==> src/rtl/power_emu_host_ctrl.sv <==
// rtl/power_emu_host_ctrl.sv - register-bus initiator for the power-emulator slave register file
// Optional run cycle counter enabled by defining PEMU_HOST_CYCCNT_EN.
module power_emu_host_ctrl #(
  parameter int RD_LAT = 1
) (
  input  logic        clk,
  input  logic        reset,
  input  logic        cmd_start,
  input  logic [15:0] run_cycles,
  output logic        busy,
  output logic        m_read,
  output logic        m_write,
  output logic [3:0]  m_addr,
  output logic [31:0] m_wdata,
  input  logic [31:0] m_rdata,
  output logic        out_valid,
  input  logic        out_ready,
  output logic [35:0] res_out,
  output logic [35:0] vs_out,
  output logic [35:0] vc_out,
  output logic [31:0] cyc_cnt
);

  typedef enum logic [2:0] {
    S_IDLE, S_WR_START, S_RUN, S_WR_FIN, S_RD_REQ, S_RD_WAIT, S_WR_CLR, S_DONE
  } state_t;

  localparam logic [1:0] LAT_LAST = 2'(RD_LAT - 1);

  state_t      r_state;
  logic [15:0] r_cnt;
  logic [2:0]  r_k;
  logic [1:0]  r_lat;

  // Strobe/address/data registers are loaded for the state being entered, so
  // every bus output is registered and returns to zero outside strobe cycles.
  always_ff @(posedge clk) begin
    if (reset) begin
      r_state   <= S_IDLE;
      r_cnt     <= '0;
      r_k       <= '0;
      r_lat     <= '0;
      busy      <= 1'b0;
      m_read    <= 1'b0;
      m_write   <= 1'b0;
      m_addr    <= '0;
      m_wdata   <= '0;
      out_valid <= 1'b0;
      res_out   <= '0;
      vs_out    <= '0;
      vc_out    <= '0;
    end else begin
      m_read  <= 1'b0;
      m_write <= 1'b0;
      m_addr  <= '0;
      m_wdata <= '0;
      case (r_state)
        S_IDLE: begin
          if (cmd_start) begin
            r_state <= S_WR_START;
            r_cnt   <= run_cycles;
            r_k     <= '0;
            busy    <= 1'b1;
            m_write <= 1'b1;
            m_wdata <= 32'h1;
          end
        end
        S_WR_START: begin
          if (r_cnt == 16'd0) begin
            r_state <= S_WR_FIN;
            m_write <= 1'b1;
            m_wdata <= 32'h2;
          end else begin
            r_state <= S_RUN;
          end
        end
        S_RUN: begin
          r_cnt <= r_cnt - 16'd1;
          if (r_cnt == 16'd1) begin
            r_state <= S_WR_FIN;
            m_write <= 1'b1;
            m_wdata <= 32'h2;
          end
        end
        S_WR_FIN: begin
          r_state <= S_RD_REQ;
          m_read  <= 1'b1;
          m_addr  <= 4'd1;
        end
        S_RD_REQ: begin
          r_state <= S_RD_WAIT;
          r_lat   <= '0;
        end
        S_RD_WAIT: begin
          if (r_lat == LAT_LAST) begin
            case (r_k)
              3'd0:    res_out[31:0]  <= m_rdata;
              3'd1:    res_out[35:32] <= m_rdata[3:0];
              3'd2:    vs_out[31:0]   <= m_rdata;
              3'd3:    vs_out[35:32]  <= m_rdata[3:0];
              3'd4:    vc_out[31:0]   <= m_rdata;
              default: vc_out[35:32]  <= m_rdata[3:0];
            endcase
            if (r_k != 3'd5) begin
              r_k     <= r_k + 3'd1;
              r_state <= S_RD_REQ;
              m_read  <= 1'b1;
              m_addr  <= {1'b0, r_k} + 4'd2;
            end else begin
              r_state <= S_WR_CLR;
              m_write <= 1'b1;
            end
          end else begin
            r_lat <= r_lat + 2'd1;
          end
        end
        S_WR_CLR: begin
          r_state   <= S_DONE;
          out_valid <= 1'b1;
        end
        S_DONE: begin
          if (out_ready) begin
            r_state   <= S_IDLE;
            out_valid <= 1'b0;
            busy      <= 1'b0;
          end
        end
        default: r_state <= S_IDLE;
      endcase
    end
  end

`ifdef PEMU_HOST_CYCCNT_EN
  logic [31:0] r_cyc;

  // Counts WR_START through WR_CLR; holds in DONE and IDLE until re-armed.
  always_ff @(posedge clk) begin
    if (reset) begin
      r_cyc <= '0;
    end else if (r_state == S_IDLE && cmd_start) begin
      r_cyc <= '0;
    end else if (r_state != S_IDLE && r_state != S_DONE && r_cyc != 32'hFFFF_FFFF) begin
      r_cyc <= r_cyc + 32'd1;
    end
  end

  assign cyc_cnt = r_cyc;
`else
  assign cyc_cnt = '0;
`endif

endmodule

==> config.mk <==
export PLATFORM = sky130hd
export DESIGN_NAME = power_emu_host_ctrl
export DESIGN_NICKNAME = d
export VERILOG_FILES = /design/src/rtl/power_emu_host_ctrl.sv
export SDC_FILE = /design/constraint.sdc
export NUM_CORES = 1
export LEC_CHECK = 0
export BUFFER_PORTS_ARGS = -buffer_cell sky130_fd_sc_hd__buf_4
export CAP_MARGIN = 25
export CORE_UTILIZATION = 53
export DETAILED_ROUTE_END_ITERATION = 10
export GPL_TIMING_DRIVEN = 0
export PLACE_DENSITY = 0.92
export SYNTH_ARGS = -nofsm -noshare
export SYNTH_HDL_FRONTEND = slang
export SYNTH_SLANG_ARGS = --single-unit
==> constraint.sdc <==
create_clock -name clk -period 4.1 [get_ports clk]
set_clock_uncertainty 0.2 [all_clocks]
set_input_delay 0.41 -clock clk [delete_from_list [all_inputs] [get_ports clk]]
set_output_delay 0.41 -clock clk [all_outputs]
set_load 0.02 [all_outputs]
==> results.toml <==
[global_route]
use_met3 = 0.08477
grt.busiest_layer = "met2"
grtUsageMet1 = 0.3648
globalRouteOverflowTotal = 0
grt_pass1_wl_um = 28260
grt_antenna_before_repair = 0
met2_usage = 0.5189
groute.usage.overall = 0.3084
grt_pass1_vias = 5690
grt_max_degree = 17

[floorplan]
die_area_um2 = 11970
fp.dieW_um = 109.4
die_height_um = 109.4
start_util = 0.5546
num_rows = 38
coreArea_um2 = 11030
ios = 232

[yosys]
ys_types = 55
ys_seq_area_frac = 0.4647
synth_top_area_share = 0.4647
synth_edf_count = 0
yosys.area.top_type = "dfxtp_1"
synth_warnings = 0
postSynthCellCount = 758
synthFlopType = "dfxtp_1"
async_flop_share = 0
ys_ff_latch = 142
syn_area_um2 = 6117
synth.avg_cell_area_um2 = 8.070
synth_area_leaders = "dfxtp_1 (46%), nand2_1 (13%), a21oi_1 (9.2%)"

[timing]
fmax_mhz = 422.6
slew_headroom = 0.5622
slew_viol_final = 0
fin_crit_ps = 2367
grt_setup_unrepaired = "false"
fin_crit_sh = 0.5772
worst_slack_ps = 1733
setup_viol = 0
worst_slew_pin_slew_ps = 656.7
finalHoldViolations = 0
final.setup.tns_ps = 0

[placement]
hpwl_um = 12710
portBuffers = 168
gp_congestion = 0.8963
dpl_cell_area_um2 = 7782
dp_worst_setup_slack_ps = 1835

[pwr]
ir_drop_mv = 0.2447
p_comb_frac = 0.125
power_switching_uw = 974.3
p_clk_frac = 0.462
p_leak_uw = 0.003671
p_per_area_nw_per_um2 = 415.6
power_uw = 3493
p_int_uw = 2518
switching_share = 0.2790
power_frac_seq = 0.413

[drt]
drt_iter0_drc = 524
drc = 0
vias = 6284
vias_per_cell = 5.422
drt-total-wl_um = 18660
ant_nets = 0
firstDrtPassIters = 5
avgRoutedWirePerCell_um = 16.10

[cells_and_area]
drive_gt1_frac = 0.2944
n_antenna_cell = 0
design_area_um2 = 8403
nNetsFinal = 1067
fin_util = 0.7618
area_growth_pct = 37.37

[status]
status = "complete, no violations"

[clocking]
cts_sinks = 142
cts_setup_buffers = 0
cts_buffers = 17
post_cts_resized = 0
cts_tree = "done"
clock_latency_ps = 410
htreeDepth = 4
clockBufferDepth = 2
path_clk_slew_ps = 60
root_buffer = "clkbuf_16"
ctsHoldBuffers = 0

[job]
maxCapViolCount = 0

[setup_path]
critPathLaunchType = "flop"
crit_fanout = 10
required_ps = 4170
crit_type = "flop to flop"
reg2reg_slack_ps = 1730
endpoint_kind = "flop"
cp.arrival_ps = 2440

[worst_hold_path]
hold_class = "input pin to flop"
area by class of cell:
type	count	area (um2)
flip-flops and latches	142	2843
plain buffers	113	705.7
repair buffers	168	1261
inverters	10	37.54
multi-input cells	554	2760
fillers	764	2628
well taps	140	175.2
clock buffers	17	425.4
clock inverters	15	195.2
worst max-delay path: stages, from the launching register on:
cell and delay [ps]:
dfxtp_1 330, inv_1 70, ha_1 150, buf_2 190, and4b_1 330, buf_2 270, nand3_1 220, buf_2 270
nand2_1 120, a21oi_1 70
flip-flops by register name, indices dropped and copies added (netlist names):
register	flops
busy	1
m_addr	4
m_read	1
m_wdata	2
m_write	1
out_valid	1
r_cnt	16
r_k	3
r_lat	2
r_state	3
res_out	36
vc_out	36
vs_out	36
power groups by stage:
stage          registers (uW)  logic, uW  clock network, uW
2_1_floorplan            1470        296                  0
3_3_place_gp             1470        416                  0
3_5_place_dp             1470        420                  0
4_1_cts                  1440        424               1630
5_1_grt                  1450        466               1690
6_report                 1440        436               1610
placed cells by master (no fill, tap or decap), drive strengths merged, types with 2 or more instances in the layout:
master,Yosys,layout
a211oi,4,4
a21oi,113,113
a22oi,3,3
a2bb2oi,2,2
a31oi,9,9
and2,3,3
and3,7,7
buf,91,259
bufinv,0,2
clkbuf,22,39
clkinv,0,3
conb,1,62
dfxtp,142,142
ha,9,9
inv,10,19
mux2i,8,8
nand2,220,220
nand2b,3,3
nand3,12,12
nand4,8,8
nor2,33,33
nor3,7,7
nor3b,6,6
nor4,3,3
nor4b,2,2
o211ai,4,4
o21ai,5,5
o311ai,5,5
o31ai,4,4
or3,3,3
xor2,2,2
routing by layer:
metal	vias up	wire length, um	part of all wire
met1	2891	7050	0.38
met5	-	0	0
met3	72	1860	0.10
met4	0	721	0.039
li1	2923	-	-
met2	398	9026	0.48
through the flow:
step                std cells  hold WS (ps)
CTS                      1159         28.38
floorplan                 819         247.1
global placement         1127         241.9
detailed placement       1127         247.1
finish                   1159         33.11
global route             1159         27.94
synth_stat cells, types with 2 or more instances:
cell type and count:
mux2i_1 8, ha_1 9, a22oi_1 3, a211oi_1 4, o21ai_0 5, dfxtp_1 142, nand4_1 8, nor2_1 32
and2_1 3, nand2b_1 3, nand3_1 12, nor3_1 7, buf_2 23, inv_1 10, clkbuf_1 21, nor4_4 2
a31oi_1 9, or3_1 3, a21oi_1 113, o211ai_1 4, buf_4 65, nor3b_1 5, xor2_1 2, buf_1 2
o311ai_0 5, a2bb2oi_1 2, o31ai_1 4, nand2_1 219, and3_1 7
cells by family (layout without fill, tap and decap cells):
family | after synthesis | after routing | share of synthesized area
buffers and inverters | 123 | 323 | 0.1215
flip-flops | 142 | 142 | 0.4647
adder cells (fa/ha/maj) | 9 | 9 | 0.01841
XOR/XNOR | 2 | 2 | 0.002864
AO/OA/AOI/OAI | 159 | 159 | 0.1487
AND/OR/NAND/NOR | 313 | 313 | 0.2283
other | 1 | 62 | 0.0006130
multiplexers | 9 | 9 | 0.01493
worst paths after layout:
kind | startpoint | endpoint | depth (start not counted)
worst max-delay path | r_lat[0]$_SDFFE_PP0P_ | vs_out[30]$_SDFFE_PP0P_ | 9
worst min-delay path | run_cycles[15] | r_cnt[15]$_SDFFE_PP0P_ | 3
worst min register to register | vs_out[22]$_SDFFE_PP0P_ | vs_out[22]$_SDFFE_PP0P_ | 2
worst max register to register | r_lat[0]$_SDFFE_PP0P_ | vs_out[30]$_SDFFE_PP0P_ | 9
(Power assumes the default switching activity.)
